[src/rtl/core_pkg.sv]
// Shared types and constants for the fetch-side program counter logic.
// Latency: none (package only).
// Backpressure: none (package only).
package core_pkg;

    // Program counter sequencing states
    typedef enum logic [1:0] {
        PC_BOOT = 2'd0,
        PC_RUN  = 2'd1,
        PC_HALT = 2'd2
    } pc_state_e;

    localparam logic [31:0] DEF_RESET_VECTOR = 32'h0000_0000;
    localparam logic [31:0] DEF_TRAP_VECTOR  = 32'h0000_0100;

    localparam int ILEN_BYTES = 4;
    localparam int CLEN_BYTES = 2;

    // With compressed instructions only halfword alignment is required
    function automatic logic target_misaligned(input logic [1:0] lsb, input logic rvc_en);
        return rvc_en ? lsb[0] : (|lsb);
    endfunction

endpackage

[src/rtl/pc_next_sel.sv]
// Next-PC priority mux (trap > mret > redirect > halt > stall > increment) with alignment check.
// Latency: purely combinational.
// Backpressure: stall/halt hold the PC; trap, mret and redirect override stall.
// Optional macro PC_UNIT_RVC_EN: 2-byte increment for compressed instructions, target[0] alignment.
module pc_next_sel
    import core_pkg::*;
#(
    parameter int              XLEN        = 32,
    parameter logic [XLEN-1:0] TRAP_VECTOR = XLEN'(DEF_TRAP_VECTOR)
) (
    input  logic [XLEN-1:0] i_pc,
    input  logic            i_stall,
    input  logic            i_redirect_valid,
    input  logic [XLEN-1:0] i_redirect_target,
    input  logic            i_trap_req,
    input  logic            i_mret_req,
    input  logic [XLEN-1:0] i_mepc,
    input  logic            i_halt_req,
`ifdef PC_UNIT_RVC_EN
    input  logic            i_is_compressed,
`endif
    output logic [XLEN-1:0] o_pc_plus,
    output logic [XLEN-1:0] o_next_pc,
    output logic            o_fault,
    output logic [XLEN-1:0] o_fault_target,
    output logic            o_halt_take
);

`ifdef PC_UNIT_RVC_EN
    localparam logic RVC_EN = 1'b1;
    logic [XLEN-1:0] w_inc;
    assign w_inc = i_is_compressed ? XLEN'(CLEN_BYTES) : XLEN'(ILEN_BYTES);
`else
    localparam logic RVC_EN = 1'b0;
    logic [XLEN-1:0] w_inc;
    assign w_inc = XLEN'(ILEN_BYTES);
`endif

    logic w_mret_bad;
    logic w_redir_bad;

    // Sequential successor wraps modulo 2^XLEN
    assign o_pc_plus   = i_pc + w_inc;
    assign w_mret_bad  = target_misaligned(i_mepc[1:0], RVC_EN);
    assign w_redir_bad = target_misaligned(i_redirect_target[1:0], RVC_EN);

    // Priority select of the next PC; a misaligned target diverts to the trap vector
    always_comb begin
        o_next_pc      = i_pc;
        o_fault        = 1'b0;
        o_fault_target = '0;
        o_halt_take    = 1'b0;
        if (i_trap_req) begin
            o_next_pc = TRAP_VECTOR;
        end else if (i_mret_req) begin
            if (w_mret_bad) begin
                o_next_pc      = TRAP_VECTOR;
                o_fault        = 1'b1;
                o_fault_target = i_mepc;
            end else begin
                o_next_pc = i_mepc;
            end
        end else if (i_redirect_valid) begin
            if (w_redir_bad) begin
                o_next_pc      = TRAP_VECTOR;
                o_fault        = 1'b1;
                o_fault_target = i_redirect_target;
            end else begin
                o_next_pc = i_redirect_target;
            end
        end else if (i_halt_req) begin
            o_halt_take = 1'b1;
        end else if (!i_stall) begin
            o_next_pc = o_pc_plus;
        end
    end

endmodule

[src/rtl/pc_unit.sv]
// Program counter with boot/run/halt sequencing and misaligned-target fault capture.
// Latency: requests sampled on a rising edge appear on pc right after that edge; pc_plus is combinational.
// Backpressure: stall holds pc in RUN; HALT freezes pc until resume_req. Optional macro PC_UNIT_RVC_EN.
module pc_unit
    import core_pkg::*;
#(
    parameter int              XLEN         = 32,
    parameter logic [XLEN-1:0] RESET_VECTOR = XLEN'(DEF_RESET_VECTOR),
    parameter logic [XLEN-1:0] TRAP_VECTOR  = XLEN'(DEF_TRAP_VECTOR)
) (
    input  logic            clk,
    input  logic            rst,
    input  logic            stall,
    input  logic            redirect_valid,
    input  logic [XLEN-1:0] redirect_target,
    input  logic            trap_req,
    input  logic            mret_req,
    input  logic [XLEN-1:0] mepc,
    input  logic            halt_req,
    input  logic            resume_req,
`ifdef PC_UNIT_RVC_EN
    input  logic            is_compressed,
`endif
    output logic [XLEN-1:0] pc,
    output logic [XLEN-1:0] pc_plus,
    output logic            fetch_valid,
    output logic            halted,
    output logic            misalign_fault,
    output logic [XLEN-1:0] fault_addr
);

    pc_state_e       r_state;
    logic [XLEN-1:0] r_pc;
    logic            r_fetch_valid;
    logic            r_halted;
    logic            r_misalign_fault;
    logic [XLEN-1:0] r_fault_addr;

    logic [XLEN-1:0] w_next_pc;
    logic            w_fault;
    logic [XLEN-1:0] w_fault_target;
    logic            w_halt_take;

    pc_next_sel #(
        .XLEN        (XLEN),
        .TRAP_VECTOR (TRAP_VECTOR)
    ) u_next_sel (
        .i_pc              (r_pc),
        .i_stall           (stall),
        .i_redirect_valid  (redirect_valid),
        .i_redirect_target (redirect_target),
        .i_trap_req        (trap_req),
        .i_mret_req        (mret_req),
        .i_mepc            (mepc),
        .i_halt_req        (halt_req),
`ifdef PC_UNIT_RVC_EN
        .i_is_compressed   (is_compressed),
`endif
        .o_pc_plus         (pc_plus),
        .o_next_pc         (w_next_pc),
        .o_fault           (w_fault),
        .o_fault_target    (w_fault_target),
        .o_halt_take       (w_halt_take)
    );

    // Boot/run/halt sequencing; pc only advances in RUN, outputs registered with the state
    always_ff @(posedge clk or negedge rst) begin
        if (!rst) begin
            r_state          <= PC_BOOT;
            r_pc             <= RESET_VECTOR;
            r_fetch_valid    <= 1'b0;
            r_halted         <= 1'b0;
            r_misalign_fault <= 1'b0;
            r_fault_addr     <= '0;
        end else begin
            r_misalign_fault <= 1'b0;
            case (r_state)
                PC_BOOT: begin
                    r_state       <= PC_RUN;
                    r_fetch_valid <= 1'b1;
                end
                PC_RUN: begin
                    r_pc             <= w_next_pc;
                    r_misalign_fault <= w_fault;
                    if (w_fault) begin
                        r_fault_addr <= w_fault_target;
                    end
                    if (w_halt_take) begin
                        r_state       <= PC_HALT;
                        r_fetch_valid <= 1'b0;
                        r_halted      <= 1'b1;
                    end
                end
                PC_HALT: begin
                    if (resume_req) begin
                        r_state       <= PC_RUN;
                        r_fetch_valid <= 1'b1;
                        r_halted      <= 1'b0;
                    end
                end
                default: begin
                    r_state       <= PC_BOOT;
                    r_fetch_valid <= 1'b0;
                    r_halted      <= 1'b0;
                end
            endcase
        end
    end

    assign pc             = r_pc;
    assign fetch_valid    = r_fetch_valid;
    assign halted         = r_halted;
    assign misalign_fault = r_misalign_fault;
    assign fault_addr     = r_fault_addr;

endmodule

[config.mk]
export PLATFORM = sky130hd
export DESIGN_NAME = pc_unit
export DESIGN_NICKNAME = d
export VERILOG_FILES = /design/src/rtl/core_pkg.sv /design/src/rtl/pc_next_sel.sv /design/src/rtl/pc_unit.sv
export SDC_FILE = /design/constraint.sdc
export NUM_CORES = 1
export LEC_CHECK = 0
export ABC_AREA = 1
export CAP_MARGIN = 20
export CORE_MARGIN = 2
export CORE_UTILIZATION = 48
export CTS_CLUSTER_SIZE = 20
export DETAILED_ROUTE_END_ITERATION = 16
export GPL_TIMING_DRIVEN = 0
export PLACE_DENSITY = 0.87
export RECOVER_POWER = 50
export SLEW_MARGIN = 10
export SYNTH_ARGS = -nofsm -noshare
export SYNTH_HDL_FRONTEND = slang
export SYNTH_SLANG_ARGS = --single-unit
[constraint.sdc]
create_clock -name clk -period 3.7 [get_ports clk]
set_clock_uncertainty 0.15 [all_clocks]
set_input_delay 1.11 -clock clk [delete_from_list [all_inputs] [get_ports clk]]
set_output_delay 1.11 -clock clk [all_outputs]
set_load 0.1 [all_outputs]
==> metrics.cfg <==
[timing]
post-route-min-period_ns=3.61
worstMarginPinSlew_ns=1.58
max_freq_mhz=277
layout_worst_path_cycle_share_pct=97.5
relSlewSlack_pct=-5.02
hold_viol_final=0
setup_violations=0
rsz0062_at_grt=no
timing.final.max_slew_violations=63
finalSetupTns_ns=0

[final_layout]
fill_cells=759
area_growth_syn_to_layout_pct=49.0
final_net_count=934
multiInputGateArea_sq_mm=0.00237
diodes=0
mostFrequentLayoutCells=nand2_1, clkdlybuf4s50_1, inv_1
final_common_cell=nand2_1
drive_gt1_share_pct=10.7
seqCellArea_sq_mm=0.00171

[setup_path]
cp_max_fo=4
ff2ff_setup_slack_ns=1.50
rr_worst_depth=9
r2r-start=pc[2]$_DFFE_PN0P_
critical_path_class=register to primary output
required_ns=2.44
cp_data_arrival_time_ns=2.35
cp-start-kind=register
endpoint_kind=primary output
timing.rr.end=pc[14]$_DFFE_PN0P_

[placement]
numPortBuffers=170
place_congestion=0.962
dp_hpwl_um=13200

[floorplan]
boundaryPins=171
start_util_pct=48.8
core_area_sq_mm=0.00911
die_y_um=100
fp.dieArea_sq_mm=0.0101
rows=35
die_w_um=100

[synthesis]
yosys_warnings=0
synth-seq-cells=68
synth_edf_count=0
syn_inst=679
synth.distinct_cells=36
syn_nets=752
synthTopCellsByArea=dfrtp_1, nand2_1, inv_1
ys_seq_area_share_pct=38.3
syn_area_sq_mm=0.00445
synth_top_area_share_pct=38.3
yosysTopAreaCell=dfrtp_1
synthArstFlopShare_pct=100
ys.flop_type=dfrtp_1
avgSynthCellArea_sq_um=6.55

[power_and_ir_drop]
peakVddDrop_uv=698
cell_internal_pwr_mw=2.30
p_seq_share_pct=20.0
p_sw_mw=4.12
clockPowerShare_pct=11.5
power_per_cell_area_mw_per_mm2=968
combPwrFrac_pct=68.5
leakagePower_nw=3.02
power_mw=6.42
switching_share_pct=64.2

[status]
status=complete, but fails checks
violations=max-capacitance violations, max-slew violations

[grt]
antenna_found_initial=1
overflow=0
grt_pass1_wl_um=26100
grt_pass1_vias=5154
grt_max_degree=63
track_usage_pct=33.6

[route]
vias=5314
antenna_left=0
drc_errors=0
wl_um=16800
drtPass1Iterations=6
viasPerCell=5.44
drtIter0Drc=413
wire_per_inst_um=17.2

[clocking]
ctsRootBufferMaster=clkbuf_8
clk_pin_slew_worst_paths_ns=0.08
cts_sinks=68
post-cts-setup-buffers=0
worstSkewPairLatency_ns=0.35
cts_tree=done
tritoncts.num_buffers=9
clockBufferDepth=2
htreeDepth=3
cts_hold_buffers=0

[worst_hold_path]
holdPathEnd=fault_addr[18]$_DFFE_PN0P_
min_path_cells=2
hold_path.class=register to register
hp-start=fault_addr[18]$_DFFE_PN0P_

[job]
drv_cap=1

==> per-layer routing <==
layer | GRT usage [%] | routed length, um | vias up
met5 | 0 | 0 | -
met4 | 10.7 | 386 | 0
met3 | 8.36 | 1570 | 40
met2 | 54.8 | 7910 | 308
met1 | 43.9 | 6900 | 2467
li1 | - | - | 2499
==> cell usage after synthesis (2+ instances only) <==
cell type	number
o311ai_0	2
o21ai_1	6
nand2_2	2
a221oi_1	2
nand3b_1	8
clkbuf_1	19
buf_2	3
inv_2	5
o21a_1	4
inv_1	87
nand3_1	21
o31ai_1	11
dfrtp_1	68
nand2_1	261
o21bai_1	6
nor2_2	2
o211ai_1	13
xor2_1	11
nor2_1	56
o21ai_0	64
o22ai_1	3
buf_4	4
xnor2_1	2
nor3_1	4
a21oi_1	4
==> timing repair <==
action                     4_1_cts  5_1_grt
pin swaps                        0        0
hold endpoints to repair         0        0
setup endpoints to repair       28       11
resized for setup              101       16
==> critical path, cell delays in order (launching register included) <==
cell and delay, ns:
dfrtp_4 0.52, ha_1 0.33, clkdlybuf4s50_1 1.14
==> stage by stage <==
stage               instance area [sq um]  util [%]  setup WS [ns]  instances  hold slack, ns
CTS                                  6660      73.1        0.00486        977           0.342
floorplan                            4580         -        0.00722        679           0.415
detailed placement                   6450      70.8         -0.559        961           0.319
global route                         6630      72.8         0.0157        977           0.369
global placement                     6420      70.5          -1.36        960           0.319
finish                               6630      72.8         0.0937        977           0.343
==> flip-flops by register name, indices dropped and copies added (netlist names) <==
name and cells:
fault_addr 32, pc 32, misalign_fault 1, r_state 2, halted 1
==> final cells by class <==
type / instances / area share [%]
Multi-Input combinational cell: 490 / 35.8
Timing Repair Buffer: 171 / 25.1
Tap cell: 111 / 2.10
Clock buffer: 11 / 2.28
Clock inverter: 5 / 1.25
Buffer: 28 / 1.98
Inverter: 93 / 5.66
Sequential cell: 68 / 25.8
==> how the worst max path moves through the flow <==
stage	slack [ns]	depth (start not counted)	to	start
finish	0.09	2	pc_plus[3]	pc[2]$_DFFE_PN0P_
global route	0.02	6	pc_plus[11]	pc[8]$_DFFE_PN0P_
CTS	0.005	10	pc_plus[24]	pc[2]$_DFFE_PN0P_
detailed placement	-0.56	10	pc_plus[28]	pc[2]$_DFFE_PN0P_
global placement	-1.36	1	pc[2]$_DFFE_PN0P_	rst
floorplan	0.007	6	pc_plus[19]	pc[2]$_DFFE_PN0P_
==> power groups by stage <==
stage,sequential (mW),clock [mW],combinational (mW)
after global placement,1.29,0,4.46
after detailed placement,1.29,0,4.50
final,1.28,0.736,4.40
after CTS,1.29,0.732,4.47
after global routing,1.31,0.771,4.55
after floorplan,3.25,0,1.39
==> kinds of logic after synthesis <==
group | Yosys count | synth area share (%)
fa+ha+maj | 1 | 0.281
simple gates | 358 | 32.3
buf+inv | 121 | 10.8
xor+xnor | 13 | 2.56
flops | 68 | 38.3
compound gates | 118 | 15.8
(Power assumes the default switching activity.)
